[config.mk]
export PLATFORM = sky130hd
export DESIGN_NAME = ps2_key_source
export DESIGN_NICKNAME = d
export VERILOG_FILES = /design/src/rtl/ps2_pkg.sv /design/src/rtl/ps2_line_filter.sv /design/src/rtl/ps2_key_source.sv
export SDC_FILE = /design/constraint.sdc
export NUM_CORES = 1
export LEC_CHECK = 0
export CAP_MARGIN = 20
export CORE_ASPECT_RATIO = 1.25
export CORE_MARGIN = 2
export CORE_UTILIZATION = 42
export CTS_BUF_LIST = sky130_fd_sc_hd__clkbuf_8
export DETAILED_ROUTE_END_ITERATION = 12
export PLACE_DENSITY = 0.63
export SETUP_SLACK_MARGIN = 0.4
export SLEW_MARGIN = 25
export SYNTH_ARGS = -nofsm -noshare
export SYNTH_HDL_FRONTEND = slang
export SYNTH_SLANG_ARGS = --single-unit
[constraint.sdc]
create_clock -name clk -period 5.46 [get_ports clk]
set_clock_uncertainty 0.05 [all_clocks]
set_input_delay 0.819 -clock clk [delete_from_list [all_inputs] [get_ports clk]]
set_output_delay 0.819 -clock clk [all_outputs]
set_load 0.01 [all_outputs]
[src/rtl/ps2_pkg.sv]
// Shared PS/2 receiver definitions: FSM states, prefix bytes and key-word layout.
package ps2_pkg;

    typedef enum logic [1:0] {
        ST_IDLE   = 2'd0,
        ST_DATA   = 2'd1,
        ST_PARITY = 2'd2,
        ST_STOP   = 2'd3
    } ps2_state_t;

    localparam logic [7:0] PS2_EXT   = 8'hE0;
    localparam logic [7:0] PS2_BRK   = 8'hF0;
    localparam logic [7:0] PS2_PAUSE = 8'hE1;

    // Bytes swallowed after the pause prefix (rest of the pause sequence)
    localparam logic [2:0] PAUSE_SKIP = 3'd7;

    localparam int unsigned KEY_W           = 11;
    localparam int unsigned KEY_TOGGLE_BIT  = 10;
    localparam int unsigned KEY_PRESSED_BIT = 9;
    localparam int unsigned KEY_EXT_BIT     = 8;
    localparam int unsigned KEY_CODE_MSB    = 7;
    localparam int unsigned KEY_CODE_LSB    = 0;

endpackage

[src/rtl/ps2_line_filter.sv]
// Two-flop synchronizer followed by a stability filter for one PS/2 line.
module ps2_line_filter #(
    parameter int unsigned FILTER_CYCLES = 8
) (
    input  logic clk,
    input  logic reset_n,
    input  logic line_in,
    output logic line_out
);

    localparam int unsigned     CNT_W    = $clog2(FILTER_CYCLES + 1);
    localparam logic [CNT_W-1:0] CNT_LAST = CNT_W'(FILTER_CYCLES - 1);

    logic             sync_q1;
    logic             sync_q2;
    logic [CNT_W-1:0] cnt_q;

    // Bring the raw asynchronous line into the clk domain; idle level is high
    always_ff @(posedge clk) begin
        if (!reset_n) begin
            sync_q1 <= 1'b1;
            sync_q2 <= 1'b1;
        end else begin
            sync_q1 <= line_in;
            sync_q2 <= sync_q1;
        end
    end

    // Accept a new level only after FILTER_CYCLES consecutive samples disagree with the current one
    always_ff @(posedge clk) begin
        if (!reset_n) begin
            line_out <= 1'b1;
            cnt_q    <= '0;
        end else if (sync_q2 == line_out) begin
            cnt_q <= '0;
        end else if (cnt_q == CNT_LAST) begin
            line_out <= sync_q2;
            cnt_q    <= '0;
        end else begin
            cnt_q <= cnt_q + CNT_W'(1);
        end
    end

endmodule

[src/rtl/ps2_key_source.sv]
// PS/2 keyboard receiver: frames bytes off the filtered lines and decodes them into key events.
module ps2_key_source
    import ps2_pkg::*;
#(
    parameter int unsigned CLK_HZ        = 24000000,
    parameter int unsigned TIMEOUT_US    = 200,
    parameter int unsigned FILTER_CYCLES = 8
) (
    input  logic             clk,
    input  logic             reset_n,
    input  logic             ps2_clk_in,
    input  logic             ps2_data_in,
    output logic [KEY_W-1:0] ps2_key,
    output logic             frame_err,
    output logic             busy
);

    localparam int unsigned     TIMEOUT_CYCLES = TIMEOUT_US * (CLK_HZ / 1000000);
    localparam int unsigned     TMO_W          = $clog2(TIMEOUT_CYCLES + 1);
    localparam logic [TMO_W-1:0] TMO_LAST      = TMO_W'(TIMEOUT_CYCLES - 1);

    logic             clk_f;
    logic             data_f;
    logic             clk_f_q;
    logic             fall_c;
    logic             tmo_hit_c;
    ps2_state_t       state;
    logic [2:0]       bit_cnt;
    logic [7:0]       shift;
    logic             par_err;
    logic             ext;
    logic             brk;
    logic [2:0]       skip;
    logic [TMO_W-1:0] tmo_cnt;

    ps2_line_filter #(.FILTER_CYCLES(FILTER_CYCLES)) u_clk_filter (
        .clk      (clk),
        .reset_n  (reset_n),
        .line_in  (ps2_clk_in),
        .line_out (clk_f)
    );

    ps2_line_filter #(.FILTER_CYCLES(FILTER_CYCLES)) u_data_filter (
        .clk      (clk),
        .reset_n  (reset_n),
        .line_in  (ps2_data_in),
        .line_out (data_f)
    );

    assign fall_c    = clk_f_q & ~clk_f;
    assign tmo_hit_c = (state != ST_IDLE) && (tmo_cnt == TMO_LAST);

    // Previous filtered clock level for falling-edge detection
    always_ff @(posedge clk) begin
        if (!reset_n) clk_f_q <= 1'b1;
        else          clk_f_q <= clk_f;
    end

    // Cycles since the last filtered falling edge while a frame is in progress
    always_ff @(posedge clk) begin
        if (!reset_n || state == ST_IDLE || fall_c) tmo_cnt <= '0;
        else                                        tmo_cnt <= tmo_cnt + TMO_W'(1);
    end

    // Frame receiver and scancode decoder; a timeout outranks any edge in the same cycle
    always_ff @(posedge clk) begin
        if (!reset_n) begin
            state     <= ST_IDLE;
            busy      <= 1'b0;
            frame_err <= 1'b0;
            ps2_key   <= '0;
            bit_cnt   <= '0;
            shift     <= '0;
            par_err   <= 1'b0;
            ext       <= 1'b0;
            brk       <= 1'b0;
            skip      <= '0;
        end else begin
            frame_err <= 1'b0;
            if (tmo_hit_c) begin
                state     <= ST_IDLE;
                busy      <= 1'b0;
                frame_err <= 1'b1;
                ext       <= 1'b0;
                brk       <= 1'b0;
            end else if (fall_c) begin
                case (state)
                    ST_IDLE: begin
                        if (!data_f) begin
                            state   <= ST_DATA;
                            busy    <= 1'b1;
                            bit_cnt <= '0;
                            par_err <= 1'b0;
                        end
                    end
                    ST_DATA: begin
                        shift   <= {data_f, shift[7:1]};
                        bit_cnt <= bit_cnt + 3'd1;
                        if (bit_cnt == 3'd7) state <= ST_PARITY;
                    end
                    ST_PARITY: begin
                        par_err <= ~(^{data_f, shift});
                        state   <= ST_STOP;
                    end
                    ST_STOP: begin
                        state <= ST_IDLE;
                        busy  <= 1'b0;
                        if (data_f && !par_err) begin
                            if (skip != 3'd0) begin
                                skip <= skip - 3'd1;
                            end else if (shift == PS2_EXT) begin
                                ext <= 1'b1;
                            end else if (shift == PS2_BRK) begin
                                brk <= 1'b1;
                            end else if (shift == PS2_PAUSE) begin
                                skip <= PAUSE_SKIP;
                            end else begin
                                ps2_key[KEY_TOGGLE_BIT]            <= ~ps2_key[KEY_TOGGLE_BIT];
                                ps2_key[KEY_PRESSED_BIT]           <= ~brk;
                                ps2_key[KEY_EXT_BIT]               <= ext;
                                ps2_key[KEY_CODE_MSB:KEY_CODE_LSB] <= shift;
                                ext <= 1'b0;
                                brk <= 1'b0;
                            end
                        end else begin
                            frame_err <= 1'b1;
                            ext       <= 1'b0;
                            brk       <= 1'b0;
                            skip      <= '0;
                        end
                    end
                    default: begin
                        state <= ST_IDLE;
                        busy  <= 1'b0;
                    end
                endcase
            end
        end
    end

endmodule

Word level (Yosys, flattened, before mapping). Cells that the tools add are included.

Register bits after elaboration: 60. Logic and storage cells: 114. Output and inout bits: 13.

Multiplexer cells: 27. Reduce and logical (&&, ||, !) cells: 27. Add/sub/neg operators: 5. Bitwise logic cells: 13. Equal/unequal tests: 22.

Operators by type and width (number): $eq 8x8->1 const B (3); $mux 3 (6); $mux 1 (15); $ne 3x3->1 const B (5); $add 13x1->13 const B (1); $eq 13x13->1 const B (1); $not 1->1 (12); $reduce_and 5->1 (2); $reduce_and 3->1 (3); $reduce_xor 9->1 (1); $add 4x1->4 const B (2); $eq 4x3->1 const B (2); $ne 2x2->1 const B (4); $pmux 2 s4 (1); $reduce_and 4->1 (2); $reduce_and 8->1 (1); $reduce_bool 2->1 (4); $pmux 3 s2 (1); $reduce_and 6->1 (1); $reduce_or 3->1 (2); $eq 2x2->1 const B (2); $mux 2 (2); $pmux 1 s2 (2); $reduce_and 2->1 (2); other kinds (13) (17).

Logic depth before layout (Yosys ltp). Gate-level depths: netlist of the first run.

Word-level depth: 6. Depth in mapped cells: 7.

Hierarchy. A second synthesis of the first run with hierarchy kept.

Cell total of the unflattened synthesis: 308. Area, all modules: 2773.9 um^2.

By module, submodules not included: ps2_key_source (instances 1, area an instance 2283.4 um^2, sequential area each 920.9 um^2, cells each 262); ps2_line_filter (instances 2, area an instance 245.2 um^2, sequential area each 140.1 um^2, cells each 23).

Least setup slack after synthesis of the first run. OpenSTA, ideal clock, no wires.

Path kind: input to register. From: in reset_n. To: reg tmo_cnt[10]. Slack: 3573 ps. Stages: 4. Path buffers: 2. Data required time: 5345 ps. Arrival time: 1772 ps. Cell sequence: clkbuf_1 -> or3b_1 -> clkbuf_1 -> nor2_1.

Longest elaborated chain between the ends: 3.

Ends and longest elaborated chain: from (decl) (line ps2_key_source.sv:10) `input logic reset_n,`; $logic_not 1->1; $logic_or 1x1->1 (2 in a row) (line ps2_key_source.sv:61) `if (!reset_n || state == ST_IDLE || fall_c) tmo_cnt <= '0;`; to (signal assigned) (line ps2_key_source.sv:62) `else tmo_cnt <= tmo_cnt + TMO_W'(1);`; to (decl) (line ps2_key_source.sv:34) `logic [TMO_W-1:0] tmo_cnt;`.

No other way between the ends. A chain may end at the register's enable or synchronous reset.

Final worst setup path of the first run.
From: reg u_clk_filter.line_out. To: reg ps2_key[3].

Longest elaborated chain between the ends: 3.

Ends and longest elaborated chain: from (decl) (line ps2_line_filter.sv:8) `output logic line_out`; from (signal assigned) (line ps2_line_filter.sv:37) `line_out <= sync_q2;`; $not 1->1 (line ps2_key_source.sv:50) `assign fall_c = clk_f_q & ~clk_f;`; $and 1x1->1 (line ps2_key_source.sv:50); $reduce_and 8->1 (no line); to (signal, indexed assignment) (line ps2_key_source.sv:118) `ps2_key[KEY_TOGGLE_BIT] <= ~ps2_key[KEY_TOGGLE_BIT];`; to (signal, indexed assignment) (line ps2_key_source.sv:119) `ps2_key[KEY_PRESSED_BIT] <= ~brk;`; to (signal, indexed assignment) (line ps2_key_source.sv:120) `ps2_key[KEY_EXT_BIT] <= ext;`; to (decl) (line ps2_key_source.sv:13) `output logic [KEY_W-1:0] ps2_key,`.

No other way between the ends.

==> metrics.cfg, run 1 <==
[outcome]
status=finished clean

[yosys]
synthXorXnorAreaFrac=0.0612
synth-adder-area-share=0.0760
yosysTopAreaCell=dfxtp_1
synthMuxAreaShare=0.0541
synth_area_um2=2800
syn_inst=310
synth_edf_count=0
synth_top_cell_area_share=0.429
async_reset_ff_frac=0
syn_avg_cell_area_um2=9.03
synth.area.top_cells=dfxtp_1 (43%), ha_1 (7.6%), nand2_1 (5.8%)
syn_nets=331
synth-seq-cells=60
ys_dominant_reg_cell=dfxtp_1
ys_seq_area_frac=0.429
ys_warn_count=0
synth_top_family_by_area=simple AND/OR/NAND/NOR gates
yosys.area_share.simple=0.241
synthDistinctLibCells=43
synth_compound_area_frac=0.0992

[placed_design]
place_hpwl_um=3480
placedInstanceArea_um2=3010
gp_congestion=0.802
io_buffer_count=16

[grt]
grt_pass1_wl_um=8960
antenna_found_initial=0
grt_pass1_vias=2079
grt_max_degree=56
grt_util_all_layers=0.155
globalRoute.totalOverflow=0

[worst_hold_path]
min_path_type=reg2reg
min_from=u_data_filter.sync_q1$_SDFF_PN1_

[die]
rows=33
start_util=0.429
fp.dieArea_um2=7340
core_um2=6520
die_w_um=77.0
die_h_um=95.3
ios=17

[sta]
setup-tns-final_ns=0
setup_viol=0
relSlewSlack=0.412
rsz0062_at_grt=no
worst_pin_slew_ns=0.876
period_needed_ns=2.35
hold_viol_final=0
finalCritPeriodShare=0.431
fin_hold_ws_ns=0.360
finalMaxSlewViolations=0
max_freq_mhz=425

[power_and_ir_drop]
powerDensity_nw_per_um2=290
p_sw_frac=0.186
intPower_uw=770
p_seq_frac=0.466
combPwrFrac=0.013
clockPowerShare=0.521
ir_drop_v=0.000148
p_switching_uw=175
p_leak_uw=0.00115

[critical_path]
cp.required_ns=5.68
critical_path.top_delay_family=simple AND/OR/NAND/NOR gates
startpoint=u_clk_filter.line_out$_SDFFE_PN1P_
worstPathMaxFanout=11
crit_type=reg2reg
crit_buf_inv=0
crit_arrival_ns=2.58
startpoint_type=flop
end_kind=flop
reg2reg_from=u_clk_filter.line_out$_SDFFE_PN1P_
cpPeakStageDelay_ns=0.83
cp_slowest_cell=nor4_4
cp_cell_sequence=nor2b_1 > nand2_1 > nor4_4 > mux2i_1

[clock_tree]
clk_pin_slew_ns=0.07
cts_resized=0
numCtsBuffers=9
post_cts_buffers=0
cts_tree=built
hold_buffers=0
clockBufferDepth=2
cts_max_level=3
clockRootBuffer=clkbuf_8
clk_latency_ns=0.34
cts_sinks=60

[route]
drt_iter0_drc=95
dr.pass1.iters=4
vias_per_cell=5.10
ant_nets=0
post_drt_wl_per_cell_um=12.2
drc=0
vias=2126
routed_wirelength_um=5090

[cells_and_area]
fin_nets=346
antennaDiodeCount=0
layout-drive-gt1-share=0.0758
fin_area_um2=3260
area_growth_syn_to_layout_pct=16.3

[job]
drv_cap=0

final cells by class:
class | instances | area [µm²]
fill | 677 | 3270
multi-input combinational | 224 | 1490
sequential | 60 | 1200
timing repair buffer | 16 | 155
clock buffer | 11 | 151
tap | 87 | 109
clock inverter | 5 | 98.8
inverter | 14 | 52.6
state kept, by name (all words and copies together) (netlist names), 2 cells and up:
signal	count
u_data_filter.cnt_q	4
state	2
ps2_key	11
u_clk_filter.cnt_q	4
skip	3
shift	8
bit_cnt	3
tmo_cnt	13
worst reg2reg max path, stage by stage (launching register included):
cell and delay [ns]:
dfxtp_1 0.34, nor2b_1 0.53, nand2_1 0.29, nor4_4 0.83, mux2i_1 0.26
synthesized netlist by cell type (7+ instances only):
| master | n |
|---|---|
| nand2b_1 | 11 |
| xnor2_1 | 7 |
| o21ai_0 | 10 |
| dfxtp_1 | 60 |
| inv_1 | 14 |
| ha_1 | 17 |
| a21boi_0 | 8 |
| nand3_1 | 22 |
| xor2_1 | 10 |
| nand2_1 | 43 |
| nor2_1 | 20 |
| mux2i_1 | 14 |
| a21oi_1 | 12 |
kinds of logic (layout without fill, tap and decap cells):
| kind of cell | count (synthesis) | count (layout) |
|---|---|---|
| flops | 60 | 60 |
| xor+xnor | 18 | 18 |
| buf+inv | 26 | 46 |
| fa+ha+maj | 17 | 17 |
| compound gates | 44 | 44 |
| mux | 15 | 15 |
| simple gates | 130 | 130 |
power groups by stage:
| stage | registers [µW] | clock network [µW] | logic, µW |
|---|---|---|---|
| floorplan | 450 | 0 | 9.40 |
| global placement | 450 | 0 | 12.5 |
| detailed placement | 450 | 0 | 12.5 |
| CTS | 440 | 506 | 12.5 |
| global route | 440 | 526 | 14.0 |
| finish | 440 | 492 | 12.3 |
layout by cell type (no fill, tap or decap), types with 4 or more instances in the layout:
cell and count:
dfxtp_1 60, nand2_1 43, nand3_1 22, nor2_1 20
ha_1 17, inv_1 15, clkdlybuf4s50_1 15, mux2i_1 14
a21oi_1 12, nand2b_1 11, clkbuf_8 11, o21ai_0 10
xor2_1 10, a21boi_0 8, xnor2_1 7, nand4_1 6
nor3_1 4
worst paths after layout:
kind	end	slack (ns)	cells after the start
setup reg to reg	ps2_key[3]$_SDFFE_PN0P_	3.11	4
hold reg to reg	u_data_filter.sync_q2$_SDFF_PN1_	0.36	1
setup / recovery	ps2_key[3]$_SDFFE_PN0P_	3.11	4
hold / removal	u_data_filter.sync_q2$_SDFF_PN1_	0.36	1
metrics by stage:
step	power (µW)	utilization	setup slack, ns	cells
final	945	0.499	3.11	417
after global routing	980	0.499	2.75	417
after CTS	958	0.499	3.08	417
after detailed placement	463	0.461	3.00	401
after global placement	463	0.461	3.02	401
after floorplan	459	-	3.57	310
layer usage:
metal  vias up  wire [µm]  track usage
met5         -          0            0
li1       1095          -            -
met2        20       2510        0.265
met4         0        119       0.0923
met1      1000       2320        0.173
met3        11        145       0.0464
Note: power is estimated with default switching activity, not from simulation.
==> inputs of run 2 (changes only) <==
clock period = 2.2 ns   (was 5.46 ns; I/O delays follow)
==> metrics.cfg, run 2 (synthesis gave the netlist of run 1 again) <==
[critical_path]
crit_arrival_ns=1.95  ; was 2.58 ns
startpoint_type=flop  ; unchanged
cp.required_ns=2.42  ; was 5.68 ns
r2r_cells=7  ; was 4
crit_type=reg2reg  ; unchanged
reg2reg_from=tmo_cnt[0]$_SDFF_PP0_  ; was u_clk_filter.line_out$_SDFFE_PN1P_
worstPathMaxFanout=6  ; was 11
reg2reg_setup_slack_ns=0.46  ; was 3.11 ns
startpoint=tmo_cnt[0]$_SDFF_PP0_  ; was u_clk_filter.line_out$_SDFFE_PN1P_
r2r-end=ps2_key[7]$_SDFFE_PN0P_  ; was ps2_key[3]$_SDFFE_PN0P_
end_kind=flop  ; unchanged

[cells_and_area]
max_flop_register=tmo_cnt  ; unchanged
largest_registers=tmo_cnt (13), ps2_key (11), shift (8)  ; unchanged
regArea_um2=1210  ; was 1200 µm²
layout_common_cells=dfxtp_1 (51), nand2_1 (42), nand3_1 (21)  ; was dfxtp_1 (60), nand2_1 (43), nand3_1 (22)
layout_commonest_cell=dfxtp_1  ; unchanged
antennaDiodeCount=0  ; unchanged
n_fill_cell=630  ; was 677
final_util=0.534  ; was 0.499
fin_nets=368  ; was 346
largest_reg_flops=13  ; unchanged
area_growth_syn_to_layout_pct=24.5  ; was 16.3%
multi_input_area_um2=1590  ; was 1490 µm²
layout-drive-gt1-share=0.208  ; was 0.0758
stdcell_count=438  ; was 417

[sta]
setup_viol=0  ; unchanged
relSlewSlack=0.678  ; was 0.412
finalMaxSlewViolations=0  ; unchanged
finalCritPeriodShare=0.789  ; was 0.431
period_needed_ns=1.74  ; was 2.35 ns
setup-tns-final_ns=0  ; unchanged
max_freq_mhz=576  ; was 425 MHz
rsz0062_at_grt=yes  ; was no
worst_pin_slew_ns=0.483  ; was 0.876 ns
hold_viol_final=0  ; unchanged

[route]
vias_per_cell=5.14  ; was 5.10
ant_nets=0  ; unchanged
dr.pass1.iters=4  ; unchanged
vias=2251  ; was 2126
drc=0  ; unchanged
post_drt_wl_per_cell_um=13.6  ; was 12.2 µm
drt_iter0_drc=144  ; was 95
routed_wirelength_um=5940  ; was 5090 µm

[die]
die_w_um=77.0  ; unchanged
core_um2=6520  ; unchanged
rows=33  ; unchanged
start_util=0.429  ; unchanged
die_h_um=95.3  ; unchanged
ios=17  ; unchanged
fp.dieArea_um2=7340  ; unchanged

[clock_tree]
clk_pin_slew_ns=0.06  ; was 0.07 ns
clk_latency_ns=0.34  ; about the same
cts_sinks=60  ; unchanged
numCtsBuffers=9  ; unchanged
cts_max_level=3  ; unchanged
cts_tree=built  ; unchanged
clockRootBuffer=clkbuf_8  ; unchanged
hold_buffers=0  ; unchanged
clockBufferDepth=2  ; unchanged

[worst_hold_path]
hold_end=u_data_filter.sync_q2$_SDFF_PN1_  ; unchanged
min_path_type=reg2reg  ; unchanged
holdPathStages=1  ; unchanged
min_from=u_data_filter.sync_q1$_SDFF_PN1_  ; unchanged

[grt]
grt_pass1_vias=2182  ; was 2079
globalRoute.totalOverflow=0  ; unchanged
grt_pass1_wl_um=9910  ; was 8960 µm
grt_util_all_layers=0.173  ; was 0.155
antenna_found_initial=0  ; unchanged
grt_max_degree=55  ; was 56

[placed_design]
gp_congestion=0.789  ; was 0.802
io_buffer_count=16  ; unchanged
place_hpwl_um=3810  ; was 3480 µm
placed_cells=411  ; was 401

[power_and_ir_drop]
ir_drop_v=0.000344  ; was 0.000148 V
p_leak_uw=0.00127  ; was 0.00115 µW
p_sw_frac=0.216  ; was 0.186
p_seq_frac=0.551  ; was 0.466
combPwrFrac=0.016  ; was 0.013
p_switching_uw=427  ; was 175 µW
clockPowerShare=0.432  ; was 0.521
powerDensity_nw_per_um2=568  ; was 290 nW/µm²
intPower_uw=1550  ; was 770 µW
totalPowerFinal_uw=1980  ; was 945 µW

[job]
drv_cap=0  ; unchanged

[outcome]
status=finished clean  ; unchanged

## run 2: how the worst max path moves through the flow
stage	to
floorplan	ps2_key[0]$_SDFFE_PN0P_
global placement	ps2_key[3]$_SDFFE_PN0P_
detailed placement	ps2_key[7]$_SDFFE_PN0P_
CTS	ps2_key[1]$_SDFFE_PN0P_
global route	ps2_key[5]$_SDFFE_PN0P_
finish	ps2_key[7]$_SDFFE_PN0P_
## run 2: worst max-delay path, stage by stage, from the launching register on
cell     delay, ns
dfxtp_1       0.33
ha_1          0.21
and3_4        0.18
and4_4        0.21
nor4_4        0.22
buf_4         0.17
buf_12        0.12
mux2i_1       0.18
## run 2: routing by layer
layer	GRT usage	wire length [µm]	vias up
met5	0	0	-
met4	0.0893	142	0
met3	0.0464	209	12
met2	0.307	3030	50
met1	0.192	2560	1051
li1	-	-	1138
## run 2: cell type report
type                       instances  share of cell area
timing repair buffer              38               0.103
clock buffer                      11              0.0434
multi-input combinational        224               0.455
sequential                        60               0.348
clock inverter                     4             0.00503
inverter                          14              0.0151
tap                               87              0.0312
## run 2: through the flow
step	area, µm²	hold WS, ns	setup WS, ns
floorplan	2800	0.336	0.442
global placement	3080	0.341	0.0944
detailed placement	3080	0.345	0.0446
CTS	3450	0.359	0.386
global route	3490	0.363	0.391
finish	3490	0.357	0.463
## run 2: timing repair
action,4_1_cts,5_1_grt
gates cloned,1,0
setup endpoints to repair,20,23
resized for setup,28,13
pin swaps,6,3
setup buffers,9,2
## run 2: power by group through the flow
stage          clock (µW)  sequential (µW)  combinational, µW
2_1_floorplan           0             1120               23.3
3_3_place_gp            0             1120               32.7
3_5_place_dp            0             1120               32.7
4_1_cts               876             1090               32.7
5_1_grt               928             1090               36.7
6_report              857             1090               32.3
